[config.mk]
export PLATFORM = sky130hd
export DESIGN_NAME = mem_access_unit
export DESIGN_NICKNAME = d
export VERILOG_FILES = /design/src/rtl/mem_access_unit.sv
export SDC_FILE = /design/constraint.sdc
export NUM_CORES = 1
export LEC_CHECK = 0
export CAP_MARGIN = 0
export CORE_AREA = 2 2 123 125
export CTS_BUF_LIST = sky130_fd_sc_hd__clkbuf_16
export DETAILED_ROUTE_END_ITERATION = 6
export DIE_AREA = 0 0 125 127
export GPL_TIMING_DRIVEN = 0
export PLACE_DENSITY_LB_ADDON = 0.3
export SETUP_SLACK_MARGIN = 0.4
export SYNTH_ARGS = -nofsm -noshare
export SYNTH_HDL_FRONTEND = slang
export SYNTH_SLANG_ARGS = --single-unit
[constraint.sdc]
create_clock -name clk -period 5.2 [get_ports clk]
set_input_delay 1.04 -clock clk [delete_from_list [all_inputs] [get_ports clk]]
set_output_delay 1.04 -clock clk [all_outputs]
set_load 0.02 [all_outputs]
[src/rtl/mem_access_unit.sv]
// Stallable MIPS memory-access stage on an SRAM-like req/addr_ok/data_ok bus.
// Formats store data, extends load data, flags misalignment, supports flush and a watchdog.
module mem_access_unit #(
  parameter int CHECK_ALIGN = 1,
  parameter int MAX_WAIT    = 0
) (
  input  logic        clk,
  input  logic        rst,
  input  logic        in_valid,
  output logic        in_ready,
  input  logic [7:0]  in_op,
  input  logic [31:0] in_addr,
  input  logic [31:0] in_wdata,
  input  logic [4:0]  in_rd,
  input  logic        in_regwrite,
  input  logic        flush,
  output logic        data_req,
  output logic        data_wr,
  output logic [1:0]  data_size,
  output logic [31:0] data_addr,
  output logic [31:0] data_wdata,
  input  logic        data_addr_ok,
  input  logic        data_data_ok,
  input  logic [31:0] data_rdata,
  output logic        out_valid,
  output logic [31:0] out_rdata,
  output logic [4:0]  out_rd,
  output logic        out_regwrite,
  output logic        adel,
  output logic        ades,
  output logic        buserr,
  output logic [31:0] badvaddr,
  output logic [1:0]  dbg_state_o
);

  localparam logic [7:0] EXE_LB_OP  = 8'b11100000;
  localparam logic [7:0] EXE_LBU_OP = 8'b11100100;
  localparam logic [7:0] EXE_LH_OP  = 8'b11100001;
  localparam logic [7:0] EXE_LHU_OP = 8'b11100101;
  localparam logic [7:0] EXE_LW_OP  = 8'b11100011;
  localparam logic [7:0] EXE_SB_OP  = 8'b11101000;
  localparam logic [7:0] EXE_SH_OP  = 8'b11101001;
  localparam logic [7:0] EXE_SW_OP  = 8'b11101011;

  localparam logic [1:0] S_IDLE    = 2'd0;
  localparam logic [1:0] S_REQ     = 2'd1;
  localparam logic [1:0] S_WAIT    = 2'd2;
  localparam logic [1:0] S_DISCARD = 2'd3;

  localparam int CW = (MAX_WAIT > 1) ? $clog2(MAX_WAIT + 1) : 1;
  localparam logic [CW-1:0] CNT_LIMIT = (MAX_WAIT > 0) ? CW'(MAX_WAIT - 1) : '0;

  logic [1:0]    state_q, state_d;
  logic [CW-1:0] cnt_q, cnt_d;
  logic [7:0]    op_q, op_d;
  logic [4:0]    rd_q, rd_d;
  logic          regwrite_q, regwrite_d;
  logic          data_req_q, data_req_d;
  logic          data_wr_q, data_wr_d;
  logic [1:0]    data_size_q, data_size_d;
  logic [31:0]   data_addr_q, data_addr_d;
  logic [31:0]   data_wdata_q, data_wdata_d;
  logic          out_valid_q, out_valid_d;
  logic [31:0]   out_rdata_q, out_rdata_d;
  logic [4:0]    out_rd_q, out_rd_d;
  logic          out_regwrite_q, out_regwrite_d;
  logic          adel_q, adel_d;
  logic          ades_q, ades_d;
  logic          buserr_q, buserr_d;
  logic [31:0]   badvaddr_q, badvaddr_d;

  logic          is_load, is_store, is_mem, misaligned, flag_mis, timeout;
  logic [1:0]    in_size;
  logic [31:0]   addr_al, wdata_fmt, load_data;
  logic [7:0]    lane_b;
  logic [15:0]   lane_h;

  always_comb begin
    is_load  = 1'b0;
    is_store = 1'b0;
    in_size  = 2'd0;
    case (in_op)
      EXE_LB_OP, EXE_LBU_OP: begin is_load  = 1'b1; in_size = 2'd0; end
      EXE_LH_OP, EXE_LHU_OP: begin is_load  = 1'b1; in_size = 2'd1; end
      EXE_LW_OP:             begin is_load  = 1'b1; in_size = 2'd2; end
      EXE_SB_OP:             begin is_store = 1'b1; in_size = 2'd0; end
      EXE_SH_OP:             begin is_store = 1'b1; in_size = 2'd1; end
      EXE_SW_OP:             begin is_store = 1'b1; in_size = 2'd2; end
      default: ;
    endcase
  end

  assign is_mem     = is_load | is_store;
  assign misaligned = ((in_size == 2'd1) && in_addr[0]) ||
                      ((in_size == 2'd2) && (in_addr[1:0] != 2'b00));
  assign flag_mis   = (CHECK_ALIGN != 0) && is_mem && misaligned;
  assign timeout    = (MAX_WAIT > 0) && (cnt_q == CNT_LIMIT);

  // With alignment checking off, misaligned addresses are silently rounded down.
  always_comb begin
    addr_al = in_addr;
    if (CHECK_ALIGN == 0) begin
      if (in_size == 2'd2)      addr_al = {in_addr[31:2], 2'b00};
      else if (in_size == 2'd1) addr_al = {in_addr[31:1], 1'b0};
    end
    case (in_size)
      2'd0:    wdata_fmt = {4{in_wdata[7:0]}};
      2'd1:    wdata_fmt = {2{in_wdata[15:0]}};
      default: wdata_fmt = in_wdata;
    endcase
  end

  always_comb begin
    case (data_addr_q[1:0])
      2'd0:    lane_b = data_rdata[7:0];
      2'd1:    lane_b = data_rdata[15:8];
      2'd2:    lane_b = data_rdata[23:16];
      default: lane_b = data_rdata[31:24];
    endcase
    lane_h = data_addr_q[1] ? data_rdata[31:16] : data_rdata[15:0];
    case (op_q)
      EXE_LB_OP:  load_data = {{24{lane_b[7]}}, lane_b};
      EXE_LBU_OP: load_data = {24'd0, lane_b};
      EXE_LH_OP:  load_data = {{16{lane_h[15]}}, lane_h};
      EXE_LHU_OP: load_data = {16'd0, lane_h};
      EXE_LW_OP:  load_data = data_rdata;
      default:    load_data = 32'd0;
    endcase
  end

  always_comb begin
    state_d        = state_q;
    cnt_d          = cnt_q;
    op_d           = op_q;
    rd_d           = rd_q;
    regwrite_d     = regwrite_q;
    data_req_d     = data_req_q;
    data_wr_d      = data_wr_q;
    data_size_d    = data_size_q;
    data_addr_d    = data_addr_q;
    data_wdata_d   = data_wdata_q;
    out_valid_d    = 1'b0;
    out_rdata_d    = 32'd0;
    out_rd_d       = 5'd0;
    out_regwrite_d = 1'b0;
    adel_d         = 1'b0;
    ades_d         = 1'b0;
    buserr_d       = 1'b0;
    badvaddr_d     = 32'd0;

    case (state_q)
      S_IDLE: begin
        if (in_valid && !flush) begin
          if (flag_mis) begin
            out_valid_d = 1'b1;
            adel_d      = is_load;
            ades_d      = is_store;
            badvaddr_d  = in_addr;
          end else if (!is_mem) begin
            out_valid_d    = 1'b1;
            out_rd_d       = in_rd;
            out_regwrite_d = in_regwrite;
          end else begin
            state_d      = S_REQ;
            cnt_d        = '0;
            op_d         = in_op;
            rd_d         = in_rd;
            regwrite_d   = in_regwrite;
            data_req_d   = 1'b1;
            data_wr_d    = is_store;
            data_size_d  = in_size;
            data_addr_d  = addr_al;
            data_wdata_d = wdata_fmt;
          end
        end
      end
      S_REQ: begin
        if (flush) begin
          data_req_d = 1'b0;
          // An accepted-but-unfinished transfer must still be drained.
          state_d    = (data_addr_ok && !data_data_ok) ? S_DISCARD : S_IDLE;
        end else if (data_addr_ok && data_data_ok) begin
          data_req_d     = 1'b0;
          state_d        = S_IDLE;
          out_valid_d    = 1'b1;
          out_rdata_d    = load_data;
          out_rd_d       = rd_q;
          out_regwrite_d = regwrite_q;
        end else if (timeout) begin
          data_req_d  = 1'b0;
          state_d     = data_addr_ok ? S_DISCARD : S_IDLE;
          out_valid_d = 1'b1;
          buserr_d    = 1'b1;
          badvaddr_d  = data_addr_q;
        end else begin
          cnt_d = cnt_q + 1'b1;
          if (data_addr_ok) begin
            data_req_d = 1'b0;
            state_d    = S_WAIT;
          end
        end
      end
      S_WAIT: begin
        if (flush) begin
          state_d = data_data_ok ? S_IDLE : S_DISCARD;
        end else if (data_data_ok) begin
          state_d        = S_IDLE;
          out_valid_d    = 1'b1;
          out_rdata_d    = load_data;
          out_rd_d       = rd_q;
          out_regwrite_d = regwrite_q;
        end else if (timeout) begin
          state_d     = S_DISCARD;
          out_valid_d = 1'b1;
          buserr_d    = 1'b1;
          badvaddr_d  = data_addr_q;
        end else begin
          cnt_d = cnt_q + 1'b1;
        end
      end
      default: begin
        if (data_data_ok) state_d = S_IDLE;
      end
    endcase
  end

  always_ff @(posedge clk or negedge rst) begin
    if (!rst) begin
      state_q        <= S_IDLE;
      cnt_q          <= '0;
      op_q           <= 8'd0;
      rd_q           <= 5'd0;
      regwrite_q     <= 1'b0;
      data_req_q     <= 1'b0;
      data_wr_q      <= 1'b0;
      data_size_q    <= 2'd0;
      data_addr_q    <= 32'd0;
      data_wdata_q   <= 32'd0;
      out_valid_q    <= 1'b0;
      out_rdata_q    <= 32'd0;
      out_rd_q       <= 5'd0;
      out_regwrite_q <= 1'b0;
      adel_q         <= 1'b0;
      ades_q         <= 1'b0;
      buserr_q       <= 1'b0;
      badvaddr_q     <= 32'd0;
    end else begin
      state_q        <= state_d;
      cnt_q          <= cnt_d;
      op_q           <= op_d;
      rd_q           <= rd_d;
      regwrite_q     <= regwrite_d;
      data_req_q     <= data_req_d;
      data_wr_q      <= data_wr_d;
      data_size_q    <= data_size_d;
      data_addr_q    <= data_addr_d;
      data_wdata_q   <= data_wdata_d;
      out_valid_q    <= out_valid_d;
      out_rdata_q    <= out_rdata_d;
      out_rd_q       <= out_rd_d;
      out_regwrite_q <= out_regwrite_d;
      adel_q         <= adel_d;
      ades_q         <= ades_d;
      buserr_q       <= buserr_d;
      badvaddr_q     <= badvaddr_d;
    end
  end

  assign in_ready     = (state_q == S_IDLE);
  assign data_req     = data_req_q;
  assign data_wr      = data_wr_q;
  assign data_size    = data_size_q;
  assign data_addr    = data_addr_q;
  assign data_wdata   = data_wdata_q;
  assign out_valid    = out_valid_q;
  assign out_rdata    = out_rdata_q;
  assign out_rd       = out_rd_q;
  assign out_regwrite = out_regwrite_q;
  assign adel         = adel_q;
  assign ades         = ades_q;
  assign buserr       = buserr_q;
  assign badvaddr     = badvaddr_q;
  assign dbg_state_o  = state_q;

endmodule

==> impl_metrics.tcl, run 1 <==
set metrics [dict create \
    outcome "completed" \
    wl_per_cell_um 19.30 \
    syn_area_mm2 0.006800 \
    fin_hold_ws_ps 467.7 \
    ys_seq_area_share_pct 57.77 \
    syn-num-nets 672 \
    leakage_nw 4.660 \
    rsz0062_at_grt "false" \
    synthArstFlopShare_pct 100.0 \
    maxSlewHeadroom_pct 45.26 \
    ir_drop_mv 0.2113 \
    cts.sinks 157 \
    synthFlopType "dfrtp_1" \
    syn-mean-instance-area_um2 12.32 \
    min_path_type "reg -> reg" \
    grt_pass1_wl_um 31370 \
    num_vias 5521 \
    first_global_vias 5823 \
    drive_above_1_share_pct 13.18 \
    hold_viol_final 0 \
    grt_antenna_before_repair 0 \
    start_kind "flop" \
    cap_viol_max_count 0 \
    wirelength_um 19800 \
    cp-startpoint "dbg_state_o[1]" \
    finalCritPeriodShare_pct 55.13 \
    cts_buffers 17 \
    core_mm2 0.01442 \
    r2r_start "dbg_state_o[1]" \
    first_pass_iters 6 \
    yosys_register_bits 157 \
    grt_max_degree 90 \
    die_y_um 127 \
    final_common_cell "clkdlybuf4s50_1" \
    grt_util_all_layers_pct 25.17 \
    synth_edf_count 0 \
    antennaDiodeCount 0 \
    yosysWarningCount 0 \
    grt.met1_usage_pct 29.85 \
    postRouteAntennaNets 0 \
    max_freq_mhz 348.8 \
    worstMarginPinSlew_ps 821.1 \
    die_w_um 125 \
    post_cts_buffers 0 \
    hold_start "op_q[5]" \
    cts_resized 0 \
    cp_max_fo 5 \
    clk_pin_slew_ps 60 \
    fin_tns_setup_ps 0 \
    via_per_inst 5.381 \
    nets 951 \
    required_ps 4160 \
    grt_use_met3_pct 7.663 \
    dpl.hpwl_um 14490 \
    die-area_mm2 0.01588 \
    place_congestion 0.8635 \
    placement_rows 44 \
    syn_to_final_growth_pct 51.10 \
    finalCoreUtilization_pct 71.24 \
    crit_type "reg -> out" \
    use_met2_pct 44.15 \
    globalRouteOverflowTotal 0 \
    postSynthCellCount 552 \
    drcViolationCount 0 \
    final_cell_mix "258 x clkdlybuf4s50_1, 157 x dfrtp_1, 60 x nand2_1" \
    cts.path.max_buffers 2 \
    portBuffers 259 \
    layout_min_cycle_time_ps 2867 \
    busiest_layer "met2" \
    slew_viol_final 0 \
    drtIter0Drc 451 \
    netlist-cell-type-count 54 \
    clock_latency_ps 420 \
    ioPinCount 261 \
    cts_hold_buf 0 \
    final_cells 1026 \
    setup_viol 0 \
    root_buffer "clkbuf_16" \
    power_density_mw_per_mm2 342.5 \
    h-tree-depth 4 \
    worst_setup_path_end_kind "output port" \
    tritoncts "done" \
    place_inst 996 \
    arrival_ps 1830 \
    start_util_pct 47.15 \
    fin_worst_skew_ps 6.729 \
]
## cell usage after synthesis, drive strengths merged, types with 2 or more instances
cell type    n  area, µm²
nand3b       2      15.01
nor3b        5      47.54
nor2        25      96.35
a21oi       41      209.0
and2        34      212.7
ha           4      50.05
a21boi       2      15.02
nand2       60      225.2
mux2i       23      230.2
nand3        3      20.02
nand2b       5      38.78
a31oi        2      12.51
a22oi       21      157.7
nor2b        5      31.28
buf         16      132.6
a22o        15      131.4
clkbuf      15      60.05
o21ai       38      201.5
inv          8      30.03
dfrtp      157       3929
mux2        50      747.0
## worst max-delay path, stage by stage, from the launching register on
cell and delay [ps]:
dfrtp_1 430, inv_1 120, ha_1 230, clkdlybuf4s50_1 640
## power breakdown
part           total (mW)  switching (mW)  internal, mW
combinational       0.791           0.387         0.404
sequential           1.41          0.0750          1.33
clock                1.32           0.479         0.843
## path summary, 6_finish.rpt
path | cells past startpoint | endpoint | slack [ps]
setup reg to reg | 8 | out_rdata[24] | 2700
min in group asynchronous | 1 | badvaddr[11] | 700
hold reg to reg | 1 | op_q[5] | 470
hold / removal | 1 | op_q[5] | 470
setup / recovery | 3 | in_ready | 2330
max in group asynchronous | 2 | op_q[6] | 3680
## metrics by stage
step | instance area (µm²) | power [mW] | worst slack (ps)
6_report | 10270 | 3.519 | 2333
5_1_grt | 10270 | 3.665 | 2245
4_1_cts | 10270 | 3.537 | 2329
3_5_place_dp | 9652 | 2.210 | 1946
3_3_place_gp | 9623 | 2.179 | -2938
2_1_floorplan | 6800 | 1.795 | 2785
## logic make-up (layout without fill, tap and decap cells)
kind of cell             Yosys count  count (layout)  synth area share, %
multiplexers                      74              74                14.70
AO/OA/AOI/OAI                    129             129                12.29
adder cells (fa/ha/maj)            4               4               0.7360
other                              1               1              0.05514
flip-flops                       157             157                57.77
buffers and inverters             39             329                3.275
AND/OR/NAND/NOR                  148             148                11.17
## flip-flops by register name, indices dropped and copies added, names as in the netlist, 5 cells and up
signal      flops
data_addr      32
out_rd          5
badvaddr       32
rd_q            5
out_rdata      32
data_wdata     32
op_q            8
## final cells by class
class,instances,area (µm²)
plain buffers,31,192.7
clock buffers,17,425.4
clock inverters,13,197.7
fillers,1048,4149
inverters,8,30.03
multi-input cells,356,2649
flip-flops and latches,157,3929
well taps,184,230.2
repair buffers,260,2621
## layer usage
metal	wire length (µm)	vias to the layer above	part of all wire [%]
met4	415	0	2.1
met2	10180	271	51
li1	-	2481	-
met3	1580	40	8.0
met1	7620	2729	38
met5	0	-	0
No activity file was read; power rests on OpenSTA's default activity.
==> run 2, diff against run 1 <==
- CORE_AREA: 2 2 123 125 -> 2 2 134 136
- DIE_AREA: 0 0 125 127 -> 0 0 136 138
- clock period: 5.2 -> 2.4 ns (I/O delays scaled with it)
==> run 2 against run 1 <==
- non-clock buffer count increased by 15
- core utilization fell by 11 points
- critical path depth rose by 4
- sequential share of layout area decreased by 1.2 points
- combinational power rose by 120%
- final cell count up 6.1%
- flip-flop and latch count unchanged
- clock power rose by 100%
- critical endpoint is now data_addr[2]
- critical path type is now in -> reg
- first-iteration DRC count shrank 38%
- clock skew increased by 0.72 ps
- wire length is 1.0% lower
==> impl_metrics.tcl, run 2 (synthesis gave the netlist of run 1 again) <==
set metrics [dict create \
    pre_cts_ws_ps -346.0 \
    wl_per_cell_um 18.00 \
    portBuffers 259 \
    final_cell_mix "248 x clkdlybuf4s50_1, 155 x dfrtp_1, 59 x nand2_1" \
    ir_drop_mv 0.4623 \
    via_per_inst 4.976 \
    dpl.hpwl_um 13990 \
    layout_min_cycle_time_ps 1989 \
    first_pass_iters 5 \
    leakage_nw 4.812 \
    worst_setup_path_end_kind "flop" \
    worstMarginPinSlew_ps 697.4 \
    syn_to_final_growth_pct 56.14 \
    slew_viol_final 0 \
    postRouteAntennaNets 0 \
    wirelength_um 19600 \
    finalCoreUtilization_pct 60.55 \
    start_kind "input pin" \
    root_buffer "clkbuf_16" \
    cts.path.max_buffers 2 \
    globalRouteOverflowTotal 0 \
    fin_tns_setup_ps 0 \
    first_global_vias 5483 \
    maxSlewHeadroom_pct 53.51 \
    finalCritPeriodShare_pct 82.87 \
    fillCellCount 1469 \
    die-area_mm2 0.01877 \
    setup_viol 0 \
    multi_input_area_mm2 0.002739 \
    grt_util_all_layers_pct 20.90 \
    hold_viol_final 0 \
    drcViolationCount 0 \
    cts.sinks 157 \
    fin_worst_skew_ps 7.450 \
    outcome "completed" \
    drive_above_1_share_pct 17.00 \
    cts_buffers 17 \
    h-tree-depth 4 \
    max_freq_mhz 502.8 \
    start_util_pct 38.78 \
    num_vias 5419 \
    nets 966 \
    core_mm2 0.01753 \
    crit_type "in -> reg" \
    final_common_cell "clkdlybuf4s50_1" \
    layout_setup_ws_ps 411.2 \
    grt_pass1_wl_um 30440 \
    clock_latency_ps 420 \
    grt_antenna_before_repair 1 \
    tritoncts "done" \
    min_path_type "in -> async" \
    required_ps 2700 \
    grt_max_degree 85 \
    die_y_um 138 \
    cap_viol_max_count 0 \
    ioPinCount 261 \
    power_density_mw_per_mm2 701.8 \
    clk_pin_slew_ps 70 \
    drtIter0Drc 280 \
    rsz0062_at_grt "true" \
    regArea_mm2 0.003931 \
    die_w_um 136 \
    place_congestion 0.9100 \
    arrival_ps 2290 \
    cp_max_fo 10 \
    placement_rows 49 \
]
[run 2: where the power goes]
part	internal (mW)	switching, mW
logic	0.910	0.841
clock network	1.47	1.19
registers	2.89	0.161
[run 2: critical path: stages]
cell	delay [ps]
clkdlybuf4s50_1	480
inv_1	80
o32a_1	420
nand3_4	170
buf_12	140
buf_6	200
mux2_4	320
[run 2: area by class of cell]
class	count	area share (%)
clock inverter	15	1.449
timing repair buffer	275	26.23
tap	229	2.699
antenna	1	0.02357
sequential	157	37.03
inverter	8	0.2828
buffer	31	2.486
clock buffer	17	4.007
multi-input combinational	356	25.80
[run 2: path summary, 6_finish.rpt]
kind / to / start / cells past startpoint / slack [ps]
max in group asynchronous: dbg_state_o[1] / rst / 2 / 1460
worst min register to register: op_q[5] / op_q[5] / 1 / 470
min in group clk: op_q[5] / op_q[5] / 1 / 470
worst min-delay path: badvaddr[11] / rst / 1 / 70
worst max-delay path: data_addr[2] / in_addr[0] / 7 / 410
worst max register to register: badvaddr[5] / dbg_state_o[0] / 9 / 500
[run 2: timing repair]
item                                    4_1_cts  5_1_grt
pin swaps                                     2       10
setup buffers                                 6        7
resized for setup                            24       37
hold buffers                                  0        0
hold endpoints to repair                      0        0
endpoints found under the setup margin      146      136
gates cloned                                  0        2
[run 2: routing by layer]
| metal | GRT usage (%) | wire [µm] | up-vias |
|---|---|---|---|
| li1 | - | - | 2522 |
| met1 | 26.51 | 8119 | 2635 |
| met2 | 34.38 | 9535 | 233 |
| met3 | 5.757 | 1585 | 29 |
| met4 | 7.127 | 359 | 0 |
| met5 | 0 | 0 | - |
[run 2: per-stage QoR]
step	cell area (µm²)	hold slack [ps]	cells	power, mW
after global routing	10620	112.4	1089	7.773
after global placement	9679	442.0	1040	4.737
after CTS	10400	94.60	1079	7.455
final	10620	69.27	1089	7.451
after detailed placement	9708	455.7	1041	4.765
after floorplan	6800	184.4	552	3.889
==> run 3, diff against run 2 <==
- clock period: 2.4 -> 1.67 ns (I/O delays scaled with it)
==> run 3 against run 2 <==
- the run now ends with hold timing, setup timing left
- clock power up 60%
- die area unchanged
- sequential power up 45%
- worst hold slack worse by 210 ps
- global-route usage up 2.4 points
- register-to-register slack worse by 640 ps
- final cell count up 8.5%
- critical path type unchanged
- combinational power up 93%
- critical path depth unchanged
- total power up 62%
- wire length up 12%
==> impl_metrics.tcl, run 3 (synthesis gave the netlist of run 1 again) <==
set metrics [dict create \
    outcome "finished, violations left" \
    violations "hold timing, setup timing" \
    worstMarginPinSlew_ps 616.7 \
    fin_hold_ws_ps -143.4 \
    drive_above_1_share_pct 47.85 \
    crit_type "in -> reg" \
    start_util_pct 38.78 \
    worst_setup_path_end_kind "flop" \
    crit_path_max_incr_delay_ps 470 \
    via_per_inst 4.985 \
    ir_drop_mv 0.7968 \
    final_common_cell "buf_6" \
    drtIter0Drc 301 \
    die_w_um 136 \
    antennaDiodeCount 0 \
    critPathSlowestCell "clkdlybuf4s50_1" \
    layout_setup_ws_ps -155.5 \
    wirelength_um 21990 \
    crit_top_cell "buf_12" \
    cts_buffers 17 \
    core_mm2 0.01753 \
    placement_rows 49 \
    portBuffers 259 \
    wl_per_cell_um 18.61 \
    postRouteAntennaNets 0 \
    die_y_um 138 \
    wl_met1_um 8852 \
    met3_length_um 1460 \
    syn_to_final_growth_pct 78.45 \
    setup_viol 144 \
    num_vias 5892 \
    root_buffer "clkbuf_16" \
    final_cell_mix "158 x buf_6, 154 x dfrtp_1, 108 x clkdlybuf4s50_1" \
    max_freq_mhz 547.8 \
    first_global_vias 6120 \
    tritoncts "done" \
    required_ps 1990 \
    layout_min_cycle_time_ps 1825 \
    maxSlewHeadroom_pct 58.89 \
    cap_viol_max_count 0 \
    cts.path.max_buffers 2 \
    dpl.hpwl_um 13920 \
    nets 1060 \
    grt_util_all_layers_pct 23.35 \
    pre_cts_ws_ps -820.9 \
    rsz0062_at_grt "true" \
    grt_pass1_wl_um 33600 \
    min_path_type "in -> async" \
    drcViolationCount 0 \
    place_congestion 0.8375 \
    first_pass_iters 4 \
    dr.max_layer_used "met4" \
    hold_viol_final 79 \
    finalCritPeriodShare_pct 109.3 \
    place_inst 1041 \
    clk_pin_slew_ps 70 \
    globalRouteOverflowTotal 0 \
    start_kind "input pin" \
    die-area_mm2 0.01877 \
    final_cells 1182 \
    h-tree-depth 4 \
    cts.sinks 157 \
    slew_viol_final 0 \
    fin_worst_skew_ps 8.185 \
    ioPinCount 261 \
    grt_max_degree 81 \
    worstPathCellList "clkdlybuf4s50_1 -> nand4b_1 -> a221oi_4 -> nand3_4 -> buf_12 -> buf_12 -> mux2_4" \
    cp_max_fo 10 \
    leakage_nw 5.844 \
    clock_latency_ps 440 \
    grt_antenna_before_repair 0 \
    arrival_ps 2140 \
    route.met2.wl_um 11260 \
    power_density_mw_per_mm2 993.1 \
    fillCellCount 1249 \
]
[run 3: cell types whose count changed in the layout (fill, tap and decap cells not counted), moves of 15 or more]
cell,delta
nand2_2,+15
buf_6,+153
a21oi_1,-25
o21ai_0,-17
o21ai_1,+17
buf_4,+74
a21oi_2,+24
clkdlybuf4s50_1,-140
nand2_1,-15
[run 3: repair_timing]
action                     CTS  global route
setup endpoints to repair  301           301
cloned                      11             0
hold endpoints to repair    79            79
gates resized for setup    973            47
pin swaps                   38            28
setup buffers               67            31
[run 3: worst paths after layout]
path | startpoint | end | slack [ps] | depth (start not counted)
worst max-delay path | in_op[7] | data_addr[3] | -160 | 7
worst min-delay path | rst | badvaddr[9] | -140 | 1
worst max register to register | dbg_state_o[1] | badvaddr[1] | -140 | 9
worst min register to register | op_q[5] | op_q[5] | 460 | 1
max in group asynchronous | rst | dbg_state_o[1] | 1000 | 2
min in group clk | in_addr[0] | badvaddr[0] | 220 | 3
[run 3: area by class of cell]
type	instances	area, µm²	area share [%]
clock buffers	17	425.4	3.506
multi-input cells	356	3054	25.17
inverters	8	35.03	0.2887
flip-flops and latches	157	3933	32.41
well taps	229	286.5	2.361
repair buffers	369	3777	31.13
plain buffers	31	411.6	3.392
clock inverters	15	212.7	1.753
[run 3: metal layers]
layer,up-vias,track usage [%]
met5,-,0
met4,0,6.798
met3,38,6.051
met2,231,40.23
met1,2914,28.70
li1,2709,-
[run 3: stage by stage]
step | util [%] | power (mW) | hold WS [ps] | cell area [µm²] | setup TNS [ps]
6_report | 69.21 | 12.05 | -143.4 | 12140 | -14790
5_1_grt | 69.21 | 12.52 | -85.69 | 12140 | -23940
4_1_cts | 66.96 | 11.77 | -110.7 | 11740 | -9598
3_5_place_dp | 56.36 | 7.018 | 355.9 | 9882 | -105820
3_3_place_gp | 56.17 | 6.983 | 442.6 | 9849 | -1070330
2_1_floorplan | - | 5.748 | 38.41 | 6970 | -9584
[run 3: power by group]
group          switching [mW]  total [mW]  internal [mW]
Combinational            1.48        3.38           1.90
Clock                    1.70        4.24           2.53
Sequential              0.284        4.43           4.15
Total                    3.47        12.1           8.59
[run 3: critical path, delay by kind of cell]
kind | cells | cell delay, ps
AO/OA/AOI/OAI | 1 | 320
buffers and inverters | 3 | 810
multiplexers | 1 | 300
AND/OR/NAND/NOR | 2 | 360
